### src/rtl/fifo_wr_arbiter_if.sv
// Bundle between two producers, the write arbiter and the FIFO write side.
// Handshake: a word moves on a rising SYSCLK edge when REQn and ACKn are both high.
// REQn/DATAn must stay stable until ACKn is seen.
interface fifo_wr_arbiter_if #(
    parameter int DW = 8
);
    logic          REQ0;
    logic [DW-1:0] DATA0;
    logic          REQ1;
    logic [DW-1:0] DATA1;
    logic          FULL;
    logic          ACK0;
    logic          ACK1;
    logic          GNT0;
    logic          GNT1;
    logic          FIFO_WR_EN;
    logic [DW-1:0] FIFO_DATA;
    logic          BUSY;
    logic [1:0]    DBG_STATE;

    modport master (
        output REQ0, DATA0, REQ1, DATA1, FULL,
        input  ACK0, ACK1, GNT0, GNT1, FIFO_WR_EN, FIFO_DATA, BUSY, DBG_STATE
    );

    modport slave (
        input  REQ0, DATA0, REQ1, DATA1, FULL,
        output ACK0, ACK1, GNT0, GNT1, FIFO_WR_EN, FIFO_DATA, BUSY, DBG_STATE
    );
endinterface

### src/rtl/fifo_wr_arbiter.sv
// Round-robin arbiter sharing one FIFO write port between two producers,
// with bursts of up to MAX_BURST words per grant and FULL-gated writes.
module fifo_wr_arbiter #(
    parameter int DW        = 8,
    parameter int MAX_BURST = 4
) (
    input logic               SYSCLK,
    input logic               RST_B,
    fifo_wr_arbiter_if.slave  bus
);

    typedef enum logic [1:0] {
        S_IDLE = 2'd0,
        S_G0   = 2'd1,
        S_G1   = 2'd2
    } state_t;

    localparam logic [2:0] LP_CNT_LAST = 3'(MAX_BURST - 1);

    state_t        r_state;
    state_t        w_state_nxt;
    logic [2:0]    r_cnt;
    logic [2:0]    w_cnt_nxt;
    logic          r_last;
    logic          w_last_nxt;
    logic          w_xfer0;
    logic          w_xfer1;
    logic          w_burst_done;
    logic [DW-1:0] w_fifo_data;

    // All outputs derive from r_state, so the async reset clears them at once.
    assign w_xfer0      = (r_state == S_G0) && bus.REQ0 && !bus.FULL;
    assign w_xfer1      = (r_state == S_G1) && bus.REQ1 && !bus.FULL;
    assign w_burst_done = (r_cnt == LP_CNT_LAST);

    always_ff @(posedge SYSCLK or negedge RST_B) begin
        if (!RST_B) begin
            r_state <= S_IDLE;
            r_cnt   <= 3'd0;
            r_last  <= 1'b1;
        end else begin
            r_state <= w_state_nxt;
            r_cnt   <= w_cnt_nxt;
            r_last  <= w_last_nxt;
        end
    end

    always_comb begin
        w_state_nxt = r_state;
        w_cnt_nxt   = r_cnt;
        w_last_nxt  = r_last;
        case (r_state)
            S_IDLE: begin
                w_cnt_nxt = 3'd0;
                if (bus.REQ0 && bus.REQ1) begin
                    w_state_nxt = r_last ? S_G0 : S_G1;
                end else if (bus.REQ0) begin
                    w_state_nxt = S_G0;
                end else if (bus.REQ1) begin
                    w_state_nxt = S_G1;
                end
            end
            S_G0: begin
                if (!bus.REQ0) begin
                    w_state_nxt = bus.REQ1 ? S_G1 : S_IDLE;
                    w_last_nxt  = 1'b0;
                    w_cnt_nxt   = 3'd0;
                end else if (w_xfer0 && w_burst_done) begin
                    // A lone requester keeps the grant across burst boundaries.
                    w_cnt_nxt = 3'd0;
                    if (bus.REQ1) begin
                        w_state_nxt = S_G1;
                        w_last_nxt  = 1'b0;
                    end
                end else if (w_xfer0) begin
                    w_cnt_nxt = r_cnt + 3'd1;
                end
            end
            S_G1: begin
                if (!bus.REQ1) begin
                    w_state_nxt = bus.REQ0 ? S_G0 : S_IDLE;
                    w_last_nxt  = 1'b1;
                    w_cnt_nxt   = 3'd0;
                end else if (w_xfer1 && w_burst_done) begin
                    w_cnt_nxt = 3'd0;
                    if (bus.REQ0) begin
                        w_state_nxt = S_G0;
                        w_last_nxt  = 1'b1;
                    end
                end else if (w_xfer1) begin
                    w_cnt_nxt = r_cnt + 3'd1;
                end
            end
            default: begin
                w_state_nxt = S_IDLE;
                w_cnt_nxt   = 3'd0;
            end
        endcase
    end

    always_comb begin
        w_fifo_data = '0;
        case (r_state)
            S_G0:    w_fifo_data = bus.DATA0;
            S_G1:    w_fifo_data = bus.DATA1;
            default: w_fifo_data = '0;
        endcase
    end

    assign bus.ACK0       = w_xfer0;
    assign bus.ACK1       = w_xfer1;
    assign bus.GNT0       = (r_state == S_G0);
    assign bus.GNT1       = (r_state == S_G1);
    assign bus.FIFO_WR_EN = w_xfer0 | w_xfer1;
    assign bus.FIFO_DATA  = w_fifo_data;
    assign bus.BUSY       = (r_state != S_IDLE);
    assign bus.DBG_STATE  = r_state;

endmodule

### src/flat_wrapper.sv
// flat-port wrapper written by rule: the top's interface ports become plain ports
module fifo_wr_arbiter_flat 
#(
    parameter int DW        = 8,
    parameter int MAX_BURST = 4
)
  (SYSCLK, RST_B, bus_REQ0, bus_DATA0, bus_REQ1, bus_DATA1, bus_FULL, bus_ACK0, bus_ACK1, bus_GNT0, bus_GNT1, bus_FIFO_WR_EN, bus_FIFO_DATA, bus_BUSY, bus_DBG_STATE);
  fifo_wr_arbiter_if #(.DW(DW)) bus_i ();
  input logic SYSCLK;
  input logic RST_B;
  input wire logic [$bits(bus_i.REQ0)-1:0] bus_REQ0;
  input wire logic [$bits(bus_i.DATA0)-1:0] bus_DATA0;
  input wire logic [$bits(bus_i.REQ1)-1:0] bus_REQ1;
  input wire logic [$bits(bus_i.DATA1)-1:0] bus_DATA1;
  input wire logic [$bits(bus_i.FULL)-1:0] bus_FULL;
  output wire logic [$bits(bus_i.ACK0)-1:0] bus_ACK0;
  output wire logic [$bits(bus_i.ACK1)-1:0] bus_ACK1;
  output wire logic [$bits(bus_i.GNT0)-1:0] bus_GNT0;
  output wire logic [$bits(bus_i.GNT1)-1:0] bus_GNT1;
  output wire logic [$bits(bus_i.FIFO_WR_EN)-1:0] bus_FIFO_WR_EN;
  output wire logic [$bits(bus_i.FIFO_DATA)-1:0] bus_FIFO_DATA;
  output wire logic [$bits(bus_i.BUSY)-1:0] bus_BUSY;
  output wire logic [$bits(bus_i.DBG_STATE)-1:0] bus_DBG_STATE;
  assign bus_i.REQ0 = bus_REQ0;
  assign bus_i.DATA0 = bus_DATA0;
  assign bus_i.REQ1 = bus_REQ1;
  assign bus_i.DATA1 = bus_DATA1;
  assign bus_i.FULL = bus_FULL;
  assign bus_ACK0 = bus_i.ACK0;
  assign bus_ACK1 = bus_i.ACK1;
  assign bus_GNT0 = bus_i.GNT0;
  assign bus_GNT1 = bus_i.GNT1;
  assign bus_FIFO_WR_EN = bus_i.FIFO_WR_EN;
  assign bus_FIFO_DATA = bus_i.FIFO_DATA;
  assign bus_BUSY = bus_i.BUSY;
  assign bus_DBG_STATE = bus_i.DBG_STATE;
  fifo_wr_arbiter #(.DW(DW), .MAX_BURST(MAX_BURST)) u_core (.SYSCLK(SYSCLK), .RST_B(RST_B), .bus(bus_i));
endmodule
### config.mk
export PLATFORM = sky130hd
export DESIGN_NAME = fifo_wr_arbiter_flat
export DESIGN_NICKNAME = d
export VERILOG_FILES = /design/src/rtl/fifo_wr_arbiter_if.sv /design/src/rtl/fifo_wr_arbiter.sv /design/src/flat_wrapper.sv
export SDC_FILE = /design/constraint.sdc
export NUM_CORES = 1
export LEC_CHECK = 0
export ABC_AREA = 1
export CAP_MARGIN = 10
export CORE_ASPECT_RATIO = 1.1
export CORE_MARGIN = 2
export CORE_UTILIZATION = 37
export DETAILED_ROUTE_END_ITERATION = 16
export PLACE_DENSITY = 0.89
export SKIP_CTS_REPAIR_TIMING = 1
export SYNTH_ARGS = -nofsm -noshare
export SYNTH_HDL_FRONTEND = slang
export SYNTH_SLANG_ARGS = --single-unit
### constraint.sdc
create_clock -name SYSCLK -period 1.57 [get_ports SYSCLK]
set_input_delay 0.2355 -clock SYSCLK [delete_from_list [all_inputs] [get_ports SYSCLK]]
set_output_delay 0.2355 -clock SYSCLK [all_outputs]
set_load 0.05 [all_outputs]
==> flow_metrics.env <==
export IMPL_antenna_found_initial=0
export IMPL_dieArea_sq_mm=0.00204
export IMPL_async_flop_share=1.00
export IMPL_critPathKind="flop to output port"
export IMPL_synth_commonest_cells="33 x nand2_1, 11 x inv_1, 8 x a21oi_1, 8 x nand3_1, 7 x nor2_1"
export IMPL_yosysMostFrequentCell="nand2_1"
export IMPL_leakagePower_nw=0.654
export IMPL_rr_startpoint="u_core.bus.DBG_STATE[1]"
export IMPL_dpl_worst_slack_ns=0.0367
export IMPL_cp_start_kind="flop"
export IMPL_yosys_warnings=0
export IMPL_ys_types=18
export IMPL_rrSetupSlack_ns=-0.07
export IMPL_area_growth_pct=143
export IMPL_power_density_mw_per_mm2=1980
export IMPL_power_switching_mw=1.58
export IMPL_htreeDepth=1
export IMPL_tightest_slew_ns=0.458
export IMPL_max_vdd_ir_drop_v=0.00190
export IMPL_drt_iter0_drc=56
export IMPL_port_buffers=36
export IMPL_die_h_microns=47.2
export IMPL_clock_fmax_ghz=0.576
export IMPL_grt_max_degree=13
export IMPL_cts_tree="yes"
export IMPL_vias=950
export IMPL_drv_cap=0
export IMPL_synth_largest_area_cell="dfrtp_1"
export IMPL_cts_root_buf="clkbuf_4"
export IMPL_cts_sinks=6
export IMPL_clock_power_share=0.049
export IMPL_seqCellArea_sq_um=154
export IMPL_dieWidth_microns=43.3
export IMPL_grt_use_total=0.236
export IMPL_cp_data_arrival_time_ns=1.50
export IMPL_sequentialPowerShare=0.083
export IMPL_multi_input_area_sq_um=591
export IMPL_r2r_end="u_core.bus.DBG_STATE[0]"
export IMPL_firstDrtPassIters=4
export IMPL_grt_pass1_vias=794
export IMPL_synth_top_area_share=0.199
export IMPL_max_slew_margin=0.693
export IMPL_period_share=1.11
export IMPL_insertion_delay_ns=0.24
export IMPL_synthesis_nets=121
export IMPL_grt_ovfl_total=0
export IMPL_hpwl_microns=1940
export IMPL_violations="setup timing"
export IMPL_place_inst=149
export IMPL_setup_violations=15
export IMPL_cts_clk_slew_worst_paths_ns=0.05
export IMPL_synth_area_per_cell_sq_um=6.68
export IMPL_swShare=0.525
export IMPL_drive_gt1_frac=0.476
export IMPL_hold_viol=0
export IMPL_fin_nets=175
export IMPL_drc_errors=0
export IMPL_synthFlopType="dfrtp_1"
export IMPL_run_status="finished, violations left"
export IMPL_setup_ws_ns=-0.167
export IMPL_ys_seq_elements=6
export IMPL_p_int_mw=1.43
export IMPL_fin_cells=164
export IMPL_fillers=33
export IMPL_grt_pass1_wl_microns=3420
export IMPL_period_minus_slack_ns=1.74
export IMPL_total_power_mw=3.02
export IMPL_ys_top_cells_by_area="dfrtp_1 20%, nand2_1 20%, ha_1 12%, inv_1 6.6%, a21oi_1 6.4%"
export IMPL_diodes=0
export IMPL_boundaryPins=37
export IMPL_pwr_share_comb=0.868
export IMPL_coreArea_sq_mm=0.00158
export IMPL_seq_area_frac_synth=0.241
export IMPL_routed_wl_microns=3500
export IMPL_path_max_fanout=5
export IMPL_start_util=0.398
export IMPL_avgViaCountPerCell=5.79
export IMPL_critPathCaptureType="output port"
export IMPL_holdWs_ns=0.232
export IMPL_skew_ns=0.00566
export IMPL_cts_made_buffers=3
export IMPL_wl_per_cell_microns=21.3
export IMPL_ant_nets=0
export IMPL_rsz0062_at_grt="true"
export IMPL_clockBufferDepth=2
export IMPL_synth_edf_count=0
export IMPL_synthesis_instances=94
export IMPL_hold_class="primary input to async pin"
export IMPL_core_rowCount=15
export IMPL_worstPathRequired_ns=1.33
export IMPL_worstRegToRegCells=10
export IMPL_place_gp_congestion=0.834
export IMPL_maxSlewViolCount=0
export IMPL_syn_cell_area_sq_um=628
==> metal layers <==
layer,global-route usage,part of all wire,vias up
met3,0.0346,0.084,24
met1,0.255,0.35,435
met4,0.139,0.054,0
li1,-,-,405
met5,0,0,-
met2,0.442,0.51,86
==> placed cells by master (no fill, tap or decap), types with 2 or more instances in the layout <==
master / n
buf_4: 11
nand2_1: 24
nand2_2: 6
ha_4: 3
dfrtp_1: 3
o21ai_0: 3
buf_12: 17
nand3_1: 8
inv_1: 8
ha_1: 3
clkbuf_4: 3
inv_4: 3
buf_6: 3
nand2_4: 5
nor2_4: 2
dfrtp_2: 2
clkdlybuf4s50_1: 20
a21oi_4: 9
nor2_1: 5
==> critical path, stage by stage (launching register included) <==
cell and delay [ns]:
dfrtp_2 0.44, inv_4 0.09, ha_4 0.15, buf_12 0.13, nand2_8 0.06, a21oi_4 0.22, buf_12 0.17
==> worst max-delay path by stage <==
stage,start,end
2_1_floorplan,u_core.bus.DBG_STATE[0],u_core.r_cnt[0]
3_3_place_gp,bus_REQ1,bus_FIFO_WR_EN
3_5_place_dp,bus_REQ1,u_core.bus.DBG_STATE[0]
4_1_cts,u_core.bus.DBG_STATE[1],bus_FIFO_WR_EN
5_1_grt,u_core.bus.DBG_STATE[1],bus_FIFO_WR_EN
6_report,u_core.bus.DBG_STATE[1],bus_FIFO_WR_EN
==> power by group through the flow <==
stage / combinational [mW] / clock, mW / sequential, mW
final: 2.62 / 0.147 / 0.251
after global routing: 2.68 / 0.160 / 0.255
after CTS: 2.20 / 0.155 / 0.246
after detailed placement: 2.20 / 0 / 0.248
after global placement: 2.14 / 0 / 0.247
after floorplan: 1.27 / 0 / 0.328
==> metrics by stage <==
step           utilization  area (sq um)  setup TNS [ns]
2_1_floorplan            -           792           -2.27
3_3_place_gp         0.848          1340               0
3_5_place_dp         0.848          1340               0
4_1_cts              0.865          1360           -1.68
5_1_grt              0.967          1520           -2.08
6_report             0.967          1520           -1.54
==> registers in the layout (all words and copies together), names as in the netlist <==
signal / cells
u_core.r_cnt: 3
u_core.r_last: 1
u_core.bus.DBG_STATE: 2
==> final cells by class <==
class	instances	share of cell area
clock buffers	4	0.0172
inverters	12	0.0394
multi-input cells	73	0.388
flip-flops and latches	6	0.101
well taps	17	0.0140
repair buffers	52	0.441
==> kinds of logic (layout without fill, tap and decap cells) <==
logic type / count (synthesis) / after routing / share of synthesized area
AND/OR/NAND/NOR: 53 / 53 / 0.384
adder cells (fa/ha/maj): 6 / 6 / 0.120
buffers and inverters: 15 / 68 / 0.120
flip-flops: 6 / 6 / 0.241
AO/OA/AOI/OAI: 14 / 14 / 0.135
(Power assumes the default switching activity.)
==> variant: new RTL, config.mk and constraints unchanged <==
`DW` is set to 8 in 3 places; all go to 7.
--- a/src/rtl/fifo_wr_arbiter_if.sv
+++ b/src/rtl/fifo_wr_arbiter_if.sv
@@ -2,7 +2,7 @@
 // Handshake: a word moves on a rising SYSCLK edge when REQn and ACKn are both high.
 // REQn/DATAn must stay stable until ACKn is seen.
 interface fifo_wr_arbiter_if #(
-    parameter int DW = 8
+    parameter int DW = 7
 );
     logic          REQ0;
     logic [DW-1:0] DATA0;
--- a/src/rtl/fifo_wr_arbiter.sv
+++ b/src/rtl/fifo_wr_arbiter.sv
@@ -1,7 +1,7 @@
 // Round-robin arbiter sharing one FIFO write port between two producers,
 // with bursts of up to MAX_BURST words per grant and FULL-gated writes.
 module fifo_wr_arbiter #(
-    parameter int DW        = 8,
+    parameter int DW        = 7,
     parameter int MAX_BURST = 4
 ) (
     input logic               SYSCLK,
--- a/src/flat_wrapper.sv
+++ b/src/flat_wrapper.sv
@@ -1,7 +1,7 @@
 // flat-port wrapper written by rule: the top's interface ports become plain ports
 module fifo_wr_arbiter_flat 
 #(
-    parameter int DW        = 8,
+    parameter int DW        = 7,
     parameter int MAX_BURST = 4
 )
   (SYSCLK, RST_B, bus_REQ0, bus_DATA0, bus_REQ1, bus_DATA1, bus_FULL, bus_ACK0, bus_ACK1, bus_GNT0, bus_GNT1, bus_FIFO_WR_EN, bus_FIFO_DATA, bus_BUSY, bus_DBG_STATE);
Interface: changed (resized bus_DATA0, bus_DATA1 and bus_FIFO_DATA); port bits go from 37 to 34. No check against the original RTL was run, so the function may have changed too.
==> variant against the original RTL <==
The run still ends with negative setup slack left; first-iteration DRC count decreased by 59%; worst hold slack got worse by 0.0029 ns; combinational power shrank 12%; wire length down 36%; sequential cell count unchanged; cell count fell by 7.3%; critical path depth stayed put; power fell by 11%; cell area fell by 9.5%; synthesized area decreased by 2.0%; worst setup slack worse by 0.042 ns.
==> variant: results (changes against the original RTL) <==
| Metric | Value |
|---|---|
| Vias per cell | `5.250 (-9.4%)` |
| Share of cells above drive strength 1 | `38.52% (-9.1 points)` |
| Initial drt markers | `23 (-59%)` |
| Crit path DAT | `1.54 ns (+0.04 ns)` |
| Violated checks | `negative setup slack` |
| DR WL/cell | `14.66 µm (-31%)` |
| Worst Path Max Fanout | `7 (+2)` |
| Pre-CTS WS | `0.02306 ns (-0.01362 ns)` |
| Skew final | `0.003231 ns (-0.002426 ns)` |
| Final setup violation count | `12 (-3)` |
| Largest net degree at the start of global routing | `12 (-1)` |
| Peak supply drop | `0.001296 V (-32%)` |
| Worst Reg2Reg Path Length in Cells | `7 (-3)` |
| Dpl hpwl | `1756 µm (-9.6%)` |
| Status | `finished with violations` |
| Ranking of synthesized cells by area | `dfrtp_1 (20%), nand2_1 (19%), ha_1 (12%)` |
| Sw Share | `50.12% (-2.4 points)` |
| Port Buf Inserts | `33 (-8.3%)` |
| Leakage power | `0.5753 nW (-12%)` |
| Final WS setup | `-0.2096 ns (-0.04233 ns)` |
| Gpl congestion | `0.8342 (about the same)` |
| Placed Cells incl. Taps | `145 (-2.7%)` |
| Mapped Cells | `91 (-3.2%)` |
| Reg-to-Reg Start | `u_core.bus.DBG_STATE[0]$_DFFE_PN0P_` |
| Via Count | `798 (-16%)` |
| Vias in the first global route | `742 (-6.5%)` |
| Worst Tran Pin Value | `0.3908 ns (-0.06760 ns)` |
| Post-synthesis sequential area ratio | `24.59% (+0.49 points)` |
==> variant: changes by cell type after synthesis <==
cell,delta
inv_1,+1
nand2_1,-2
clkinv_1,-1
a21oi_1,-1
==> variant: metrics by stage <==
stage	hold slack, ns	total power [mW]
2_1_floorplan	-0.06009	1.532
3_3_place_gp	0.4693	2.370
3_5_place_dp	0.4824	2.429
4_1_cts	0.2181	2.582
5_1_grt	0.2491	2.798
6_report	0.2293	2.689
==> variant: cells by family (layout without fill, tap and decap cells) <==
kind of cell	count (synthesis)	in the layout	share of synthesized area, %
compound gates	13	13	13.01
fa+ha+maj	6	6	12.19
buf+inv	15	59	12.19
flops	6	6	24.59
simple gates	51	51	38.01
==> variant: critical path: stages, from the launching register on <==
cell and delay (ns):
dfrtp_4 0.42, inv_4 0.05, ha_4 0.28, clkinvlp_4 0.10, buf_12 0.16, a21oi_4 0.15
buf_12 0.15
==> variant: worst max-delay path by stage <==
stage	end	slack (ns)
floorplan	bus_FIFO_DATA[0]	-0.26
global placement	bus_FIFO_WR_EN	0.06
detailed placement	u_core.r_cnt[2]$_DFFE_PN0P_	0.02
CTS	bus_FIFO_DATA[6]	-0.22
global route	bus_FIFO_DATA[6]	-0.23
finish	bus_FIFO_DATA[6]	-0.21
==> variant: final cells by class <==
cell class	count	area, µm²
Multi-Input combinational cell	70	529.3
Timing Repair Buffer	43	591.8
Fill cell	71	178.9
Inverter	12	53.80
Tap cell	17	21.27
Sequential cell	6	156.4
Clock buffer	4	26.28
==> variant: routing by layer <==
layer	global-route usage [%]	share of wire, %	vias to the layer above
li1	-	-	374
met1	22.91	37	375
met2	43.33	55	43
met3	3.077	6.4	6
met4	10.00	1.5	0
met5	0	0	-
